## config.mk

```make
export PLATFORM = sky130hd
export DESIGN_NAME = mult8_seq_ctrl_flat
export DESIGN_NICKNAME = d
export VERILOG_FILES = /design/src/rtl/mult8_seq_ctrl_if.sv /design/src/rtl/mult8_seq_ctrl.sv /design/src/flat_wrapper.sv
export SDC_FILE = /design/constraint.sdc
export NUM_CORES = 1
export LEC_CHECK = 0
export CAP_MARGIN = 20
export CORE_MARGIN = 2
export CORE_UTILIZATION = 31
export CTS_CLUSTER_DIAMETER = 30
export DETAILED_ROUTE_END_ITERATION = 12
export HOLD_SLACK_MARGIN = 0.08
export PLACE_DENSITY = 0.6
export SKIP_LAST_GASP = 1
export SLEW_MARGIN = 20
export SYNTH_ARGS = -nofsm -noshare
export SYNTH_HDL_FRONTEND = slang
export SYNTH_SLANG_ARGS = --single-unit
export TNS_END_PERCENT = 100
```

## constraint.sdc

```tcl
create_clock -name clk -period 1.7 [get_ports clk]
set_input_delay 0.17 -clock clk [delete_from_list [all_inputs] [get_ports clk]]
set_output_delay 0.17 -clock clk [all_outputs]
set_load 0.02 [all_outputs]
```

## src/rtl/mult8_seq_ctrl_if.sv

```systemverilog
// rtl/mult8_seq_ctrl_if.sv - operand/handshake/adder bundle for the sequential 8x8 multiplier
// The master side loads operands and supplies the external adder; the slave side is the controller.
interface mult8_seq_ctrl_if #(
   parameter int WIDTH = 8
);
   logic                 start;
   logic [WIDTH-1:0]     a;
   logic [WIDTH-1:0]     b;
   logic [WIDTH-1:0]     add_a;
   logic [WIDTH-1:0]     add_b;
   logic [WIDTH-1:0]     add_s;
   logic                 add_co;
   logic [2*WIDTH-1:0]   p;
   logic                 busy;
   logic                 done;

   modport master (
      output start, a, b, add_s, add_co,
      input  add_a, add_b, p, busy, done
   );

   modport slave (
      input  start, a, b, add_s, add_co,
      output add_a, add_b, p, busy, done
   );
endinterface

```

## src/rtl/mult8_seq_ctrl.sv

```systemverilog
// rtl/mult8_seq_ctrl.sv - shift-and-add multiply sequencer driving one shared external adder
// Eight RUN iterations fold the adder result into {hi,lo}; p is written only on completion.
module mult8_seq_ctrl #(
   parameter int WIDTH = 8
) (
   input  logic              clk,
   input  logic              rst_n,
   mult8_seq_ctrl_if.slave   bus
);
   localparam int CW = $clog2(WIDTH);

   typedef enum logic [1:0] {
      S_IDLE,
      S_RUN,
      S_DONE
   } state_t;

   state_t               state;
   logic [WIDTH-1:0]     mcand;
   logic [WIDTH-1:0]     hi;
   logic [WIDTH-1:0]     lo;
   logic [CW-1:0]        cnt;
   logic [2*WIDTH-1:0]   p_q;
   logic                 busy_q;
   logic                 done_q;

   // The adder operands come straight from registers so the adder path starts at a flop.
   assign bus.add_a = hi;
   assign bus.add_b = lo[0] ? mcand : '0;
   assign bus.p     = p_q;
   assign bus.busy  = busy_q;
   assign bus.done  = done_q;

   always_ff @(posedge clk or negedge rst_n) begin
      if (!rst_n) begin
         state  <= S_IDLE;
         mcand  <= '0;
         hi     <= '0;
         lo     <= '0;
         cnt    <= '0;
         p_q    <= '0;
         busy_q <= 1'b0;
         done_q <= 1'b0;
      end else begin
         case (state)
            S_IDLE: begin
               done_q <= 1'b0;
               if (bus.start) begin
                  mcand  <= bus.a;
                  lo     <= bus.b;
                  hi     <= '0;
                  cnt    <= '0;
                  busy_q <= 1'b1;
                  state  <= S_RUN;
               end
            end
            S_RUN: begin
               // Carry-out lands in hi's MSB, so the 16-bit partial product never overflows.
               hi  <= {bus.add_co, bus.add_s[WIDTH-1:1]};
               lo  <= {bus.add_s[0], lo[WIDTH-1:1]};
               cnt <= cnt + 1'b1;
               if (cnt == CW'(WIDTH - 1)) begin
                  p_q    <= {bus.add_co, bus.add_s[WIDTH-1:1], bus.add_s[0], lo[WIDTH-1:1]};
                  busy_q <= 1'b0;
                  done_q <= 1'b1;
                  state  <= S_DONE;
               end
            end
            S_DONE: begin
               done_q <= 1'b0;
               state  <= S_IDLE;
            end
            default: begin
               busy_q <= 1'b0;
               done_q <= 1'b0;
               state  <= S_IDLE;
            end
         endcase
      end
   end
endmodule

```

## src/flat_wrapper.sv

```systemverilog
// flat-port wrapper written by rule: the top's interface ports become plain ports
module mult8_seq_ctrl_flat 
#(
   parameter int WIDTH = 8
)
  (clk, rst_n, bus_start, bus_a, bus_b, bus_add_s, bus_add_co, bus_add_a, bus_add_b, bus_p, bus_busy, bus_done);
  mult8_seq_ctrl_if #(.WIDTH(WIDTH)) bus_i ();
  input  logic clk;
  input  logic rst_n;
  input wire logic [$bits(bus_i.start)-1:0] bus_start;
  input wire logic [$bits(bus_i.a)-1:0] bus_a;
  input wire logic [$bits(bus_i.b)-1:0] bus_b;
  input wire logic [$bits(bus_i.add_s)-1:0] bus_add_s;
  input wire logic [$bits(bus_i.add_co)-1:0] bus_add_co;
  output wire logic [$bits(bus_i.add_a)-1:0] bus_add_a;
  output wire logic [$bits(bus_i.add_b)-1:0] bus_add_b;
  output wire logic [$bits(bus_i.p)-1:0] bus_p;
  output wire logic [$bits(bus_i.busy)-1:0] bus_busy;
  output wire logic [$bits(bus_i.done)-1:0] bus_done;
  assign bus_i.start = bus_start;
  assign bus_i.a = bus_a;
  assign bus_i.b = bus_b;
  assign bus_i.add_s = bus_add_s;
  assign bus_i.add_co = bus_add_co;
  assign bus_add_a = bus_i.add_a;
  assign bus_add_b = bus_i.add_b;
  assign bus_p = bus_i.p;
  assign bus_busy = bus_i.busy;
  assign bus_done = bus_i.done;
  mult8_seq_ctrl #(.WIDTH(WIDTH)) u_core (.clk(clk), .rst_n(rst_n), .bus(bus_i));
endmodule
```

==> results of run 1 <==
[cell usage after synthesis]
master	number	area (um^2)
a2bb2oi_1	7	61.31
dfrtp_1	47	1176
ha_1	2	25.02
o22ai_1	7	43.79
nand2b_1	3	18.77
buf_6	2	22.52
and2b_1	1	7.510
mux2_1	7	78.83
and2_1	8	50.05
buf_2	1	5.000
nand2_4	1	11.26
clkbuf_1	2	7.510
a21oi_1	3	15.01
and3_1	1	6.260
o21ai_0	2	10.01
mux2_4	17	255.2
nor2_1	5	18.77
o21ai_1	1	5.000
or4b_1	1	10.01
a22o_1	10	87.58
o21bai_1	1	7.510
inv_1	2	7.510
inv_2	2	7.510
nand2_1	2	7.510
[where the power goes]
part           internal (mW)  total (mW)  leakage [nW]  switching (mW)
registers               1.65        2.00         0.549           0.345
clock network          0.288       0.649        0.0412           0.361
logic                   1.48        2.62         0.713            1.14
total                   3.43        5.27          1.30            1.84
[path summary, 6_finish.rpt]
check	cells past startpoint	slack (ns)	endpoint	start
max reg2reg	4	0.11	u_core.bus.p[1]	u_core.cnt[0]
max in group asynchronous	3	0.79	u_core.lo[0]	rst_n
min reg2reg	1	0.49	u_core.cnt[0]	u_core.cnt[0]
max	2	0.06	bus_add_b[1]	u_core.lo[0]
min	2	0.49	u_core.mcand[0]	bus_a[0]
min in group asynchronous	3	0.50	u_core.mcand[1]	rst_n
[cells by family after synthesis]
logic type | after synthesis
DFF | 47
and+or+nand+nor | 22
buffers and inverters | 9
adders and majority gates | 2
muxes | 24
AOI/OAI and AO/OA | 31
[metrics by stage]
step / utilization (%) / total power, mW / setup slack [ns] / instance area, um^2
floorplan: - / 3.511 / 0.1971 / 1946
global placement: 44.53 / 4.666 / 0.1401 / 2668
detailed placement: 44.53 / 4.680 / 0.08440 / 2668
CTS: 46.14 / 5.372 / 0.02613 / 2764
global route: 46.43 / 5.627 / 0.009773 / 2781
finish: 46.43 / 5.269 / 0.05764 / 2781
[flip-flops by register name, summed over array words and instances (netlist names)]
register / cells
u_core.bus.done: 1
u_core.bus.add_a: 8
u_core.mcand: 8
u_core.state: 2
u_core.bus.busy: 1
u_core.lo: 8
u_core.cnt: 3
u_core.bus.p: 16
[layer usage]
layer | up-vias | GRT usage, % | part of all wire, %
li1 | 625 | - | -
met1 | 617 | 17.48 | 50
met2 | 48 | 16.86 | 42
met3 | 5 | 5.169 | 8.2
met4 | 0 | 2.235 | 0.69
met5 | - | 0 | 0
[repair_timing]
item,4_1_cts,5_1_grt
setup endpoints to repair,8,7
hold buffers,1,0
setup buffers,0,0
pin swaps,0,0
endpoints found under the hold margin,47,0
gates resized for setup,1,7
[cell type report]
type,count,area (um^2),share of cell area [%]
Clock buffer,6,72.57,2.609
Clock inverter,2,12.51,0.4498
Inverter,4,15.01,0.5398
Multi-Input combinational cell,79,719.4,25.87
Sequential cell,47,1177,42.33
Tap cell,75,93.84,3.374
Timing Repair Buffer,68,690.7,24.83
==> impl_metrics.tcl, run 1 <==
set metrics [dict create \
    status "completed" \
    power_density_nw_per_um2 1895 \
    crit_slowest_cell "clkdlybuf4s50_1" \
    ir_worst_vdd_mv 0.7934 \
    drive_gt1_share_pct 16.99 \
    cts_tree "built" \
    synth-compound-area-share_pct 11.83 \
    period_minus_slack_ns 1.642 \
    path_cells "and2_1 -> clkdlybuf4s50_1" \
    cp_num_buf_inv 1 \
    hp-class "in2reg" \
    final_cell_mix "clkdlybuf4s50_1, dfrtp_1, mux2_4" \
    ioPinCount 62 \
    rsz0062_at_grt "false" \
    synth_fa_ha_area_share_pct 1.286 \
    slew_violations 0 \
    ys_warn_count 0 \
    cp_max_fo 9 \
    drt-initial-drc-count 38 \
    die_y_um 83.22 \
    synth.distinct_cells 24 \
    io_buffers 61 \
    syn2layout_area_growth_pct 42.96 \
    synth_mux_area_share_pct 17.17 \
    nets 235 \
    drt_wl_total_um 4033 \
    drtPass1Iterations 4 \
    hold_viol_final 0 \
    synth_nets 165 \
    synth_xor_xnor_area_share_pct 0 \
    place_inst 272 \
    dp_hpwl_um 2720 \
    fin_cells 281 \
    maxCapViolCount 0 \
    grt_util_all_layers_pct 12.06 \
    detail-route-antenna-nets 0 \
    timing.final.crit_share_pct 96.61 \
    worstPathRequired_ns 1.53 \
    clk_latency_ns 0.30 \
    setup.worst_path.start_class "flip-flop" \
    tightest_slew_ns 0.5822 \
    synth_area_um2 1946 \
    vias 1295 \
    path_clk_slew_ns 0.08 \
    synth_simple_gate_area_share_pct 6.688 \
    die_area_um2 6926 \
    cp_slowest_stage_delay_ns 0.59 \
    grt_pass1_wl_um 6824 \
    grt.overflow.total 0 \
    antennaDiodeCount 0 \
    power_leakage_nw 1.303 \
    cts_root_buf "clkbuf_8" \
    wl_per_cell_um 14.35 \
    fin_setup_tns_ns 0 \
    critPathTopFamily "buffers and inverters" \
    setup_viol 0 \
    numCtsBuffers 5 \
    start_util_pct 32.48 \
    fillCellCount 555 \
    drc_errors 0 \
    grt_pass1_vias 1331 \
    syn_area_per_cell_um2 14.41 \
    clock_skew_ns 0.007290 \
    rows 28 \
    clock_path_buffers 2 \
    die_width_um 83.22 \
    routabilityCongestion 0.7102 \
    cts_sinks 47 \
    whs_ns 0.4859 \
    antenna_found_initial 0 \
    crit_type "reg2out" \
    fmax_ghz 0.6089 \
    ys_ff_latch 47 \
    worstPathArrival_ns 1.47 \
    htreeDepth 2 \
    slew_headroom_pct 61.19 \
    ys_seq_area_share_pct 60.45 \
    synth_cells 135 \
    synth_top_family_by_area "multiplexers" \
    grt_max_degree 48 \
    layout_commonest_cell "clkdlybuf4s50_1" \
    critPathCaptureType "primary output" \
    core_um2 5991 \
    viasPerCell 4.609 \
]
Power figures use the tool's default switching activity.
==> run 2, diff against run 1 <==
--- a/config.mk
+++ b/config.mk
@@ -13,3 +13,3 @@
 export HOLD_SLACK_MARGIN = 0.08
-export PLACE_DENSITY = 0.6
+export PLACE_DENSITY = 0.62
 export SKIP_LAST_GASP = 1
==> constraint.sdc (replaced) <==
create_clock -name clk -period 1.33 [get_ports clk]
set_input_delay 0.133 -clock clk [delete_from_list [all_inputs] [get_ports clk]]
set_output_delay 0.133 -clock clk [all_outputs]
set_load 0.01 [all_outputs]
==> impl_metrics.tcl, run 2 (same netlist as run 1, synthesis figures left out) <==
set metrics [dict create \
    cp_max_fo 9 \
    fmax_ghz 0.7119 \
    clock_path_buffers 2 \
    hold_viol_final 0 \
    numCtsBuffers 5 \
    die_width_um 83.22 \
    maxCapViolCount 0 \
    worstPathArrival_ns 1.59 \
    drt_wl_total_um 4476 \
    timing.final.crit_share_pct 105.6 \
    path_clk_slew_ns 0.08 \
    antennaDiodeCount 0 \
    place_area_um2 2795 \
    rows 28 \
    rsz0062_at_grt "true" \
    ioPinCount 62 \
    final_cell_mix "dfrtp_1, clkdlybuf4s50_1, dlygate4sd2_1" \
    seq_area_um2 1177 \
    reg2reg_slack_ns -0.07 \
    syn2layout_area_growth_pct 49.71 \
    die_y_um 83.22 \
    slew_violations 0 \
    wl_per_cell_um 15.07 \
    regToRegEndpoint "u_core.bus.p[3]" \
    dp_hpwl_um 3030 \
    grt_max_degree 48 \
    clock_skew_ns 0.006447 \
    clk_latency_ns 0.30 \
    io_buffers 61 \
    grt_util_all_layers_pct 13.34 \
    nets 252 \
    fillCellCount 550 \
    crit_type "reg2reg" \
    detail-route-antenna-nets 0 \
    htreeDepth 2 \
    reg2reg_depth 5 \
    status "finished, violations left" \
    grt_pass1_wl_um 7493 \
    drc_errors 0 \
    start_util_pct 32.48 \
    cp_slowest_stage_delay_ns 0.39 \
    vias 1401 \
    cts_sinks 47 \
    power_density_nw_per_um2 2223 \
    die_area_um2 6926 \
    cts_tree "built" \
    drtPass1Iterations 4 \
    path_cells "ha_2 -> ha_4 -> nand2_4 -> buf_12 -> mux2_1" \
    power_leakage_nw 1.381 \
    rr_startpoint "u_core.cnt[1]" \
    antenna_found_initial 0 \
    cp_num_buf_inv 1 \
    final_cell_area_um2 2913 \
    viasPerCell 4.717 \
    grt_pass1_vias 1493 \
    critPathCaptureType "flip-flop" \
    period_minus_slack_ns 1.405 \
    drive_gt1_share_pct 28.38 \
    slew_headroom_pct 78.76 \
    tightest_slew_ns 0.3185 \
    multi_input_area_um2 739.5 \
    routabilityCongestion 0.7544 \
    layout_commonest_cell "dfrtp_1" \
    critPathTopFamily "flip-flops" \
    ir_worst_vdd_mv 0.9492 \
    worstPathRequired_ns 1.51 \
    setup_ws_ns -0.07469 \
    setup_viol 16 \
    hp-class "in2async" \
    crit_slowest_cell "dfrtp_1" \
    setup.worst_path.start_class "flip-flop" \
    place_ws_ns -0.1475 \
    largest_reg_flops 16 \
    cts_root_buf "clkbuf_8" \
    violations "setup timing" \
    core_um2 5991 \
    drt-initial-drc-count 32 \
    grt.overflow.total 0 \
]
## run 2: worst max path at each step
stage | from | to | cells past startpoint
2_1_floorplan | u_core.cnt[0] | u_core.bus.p[10] | 5
3_3_place_gp | bus_start | u_core.mcand[1] | 4
3_5_place_dp | bus_start | u_core.mcand[3] | 4
4_1_cts | u_core.cnt[0] | u_core.bus.p[4] | 5
5_1_grt | u_core.cnt[1] | u_core.bus.p[0] | 5
6_report | u_core.cnt[1] | u_core.bus.p[3] | 5
## run 2: layer usage
layer  part of all wire, %  global-route usage [%]  wire, um  vias up
met5                     0                       0         0        -
met4                  0.74                   4.024        33        0
met3                   7.6                   3.877       338        5
met2                    46                   21.48      2049       55
met1                    46                   17.42      2055      684
li1                      -                       -         -      657
## run 2: power by group
| part | switching (mW) | leakage [nW] | internal, mW | total (mW) |
|---|---|---|---|---|
| Clock | 0.457 | 0.0502 | 0.549 | 1.01 |
| Sequential | 0.412 | 0.549 | 2.11 | 2.52 |
| Combinational | 1.18 | 0.782 | 1.77 | 2.94 |
## run 2: layout make-up
class | instances | area share [%]
Timing Repair Buffer | 85 | 26.80
Clock buffer | 5 | 2.363
Sequential cell | 47 | 40.42
Inverter | 4 | 0.5155
Tap cell | 75 | 3.222
Clock inverter | 2 | 1.289
Multi-Input combinational cell | 79 | 25.39
## run 2: timing repair
action	in CTS	in global routing
hold endpoints to repair	47	0
buffers inserted	4	3
endpoints found under the setup margin	56	37
gates resized for setup	56	8
hold buffers	1	0
## run 2: worst min-delay path, stage by stage
cell	delay, ns
dlygate4sd3_1	0.53
buf_2	0.13
buf_12	0.24
## run 2: stage by stage
stage,hold slack [ns],instances,TNS (ns),util [%],total power [mW]
final,0.3539,297,-0.9324,48.62,6.476
after global routing,0.3892,297,-1.697,48.62,6.920
after CTS,0.3548,294,-1.505,48.37,6.566
after detailed placement,0.1388,282,-2.727,46.66,5.770
after global placement,0.1352,282,-2.203,46.66,5.723
after floorplan,-0.1626,135,-0.7033,-,4.131
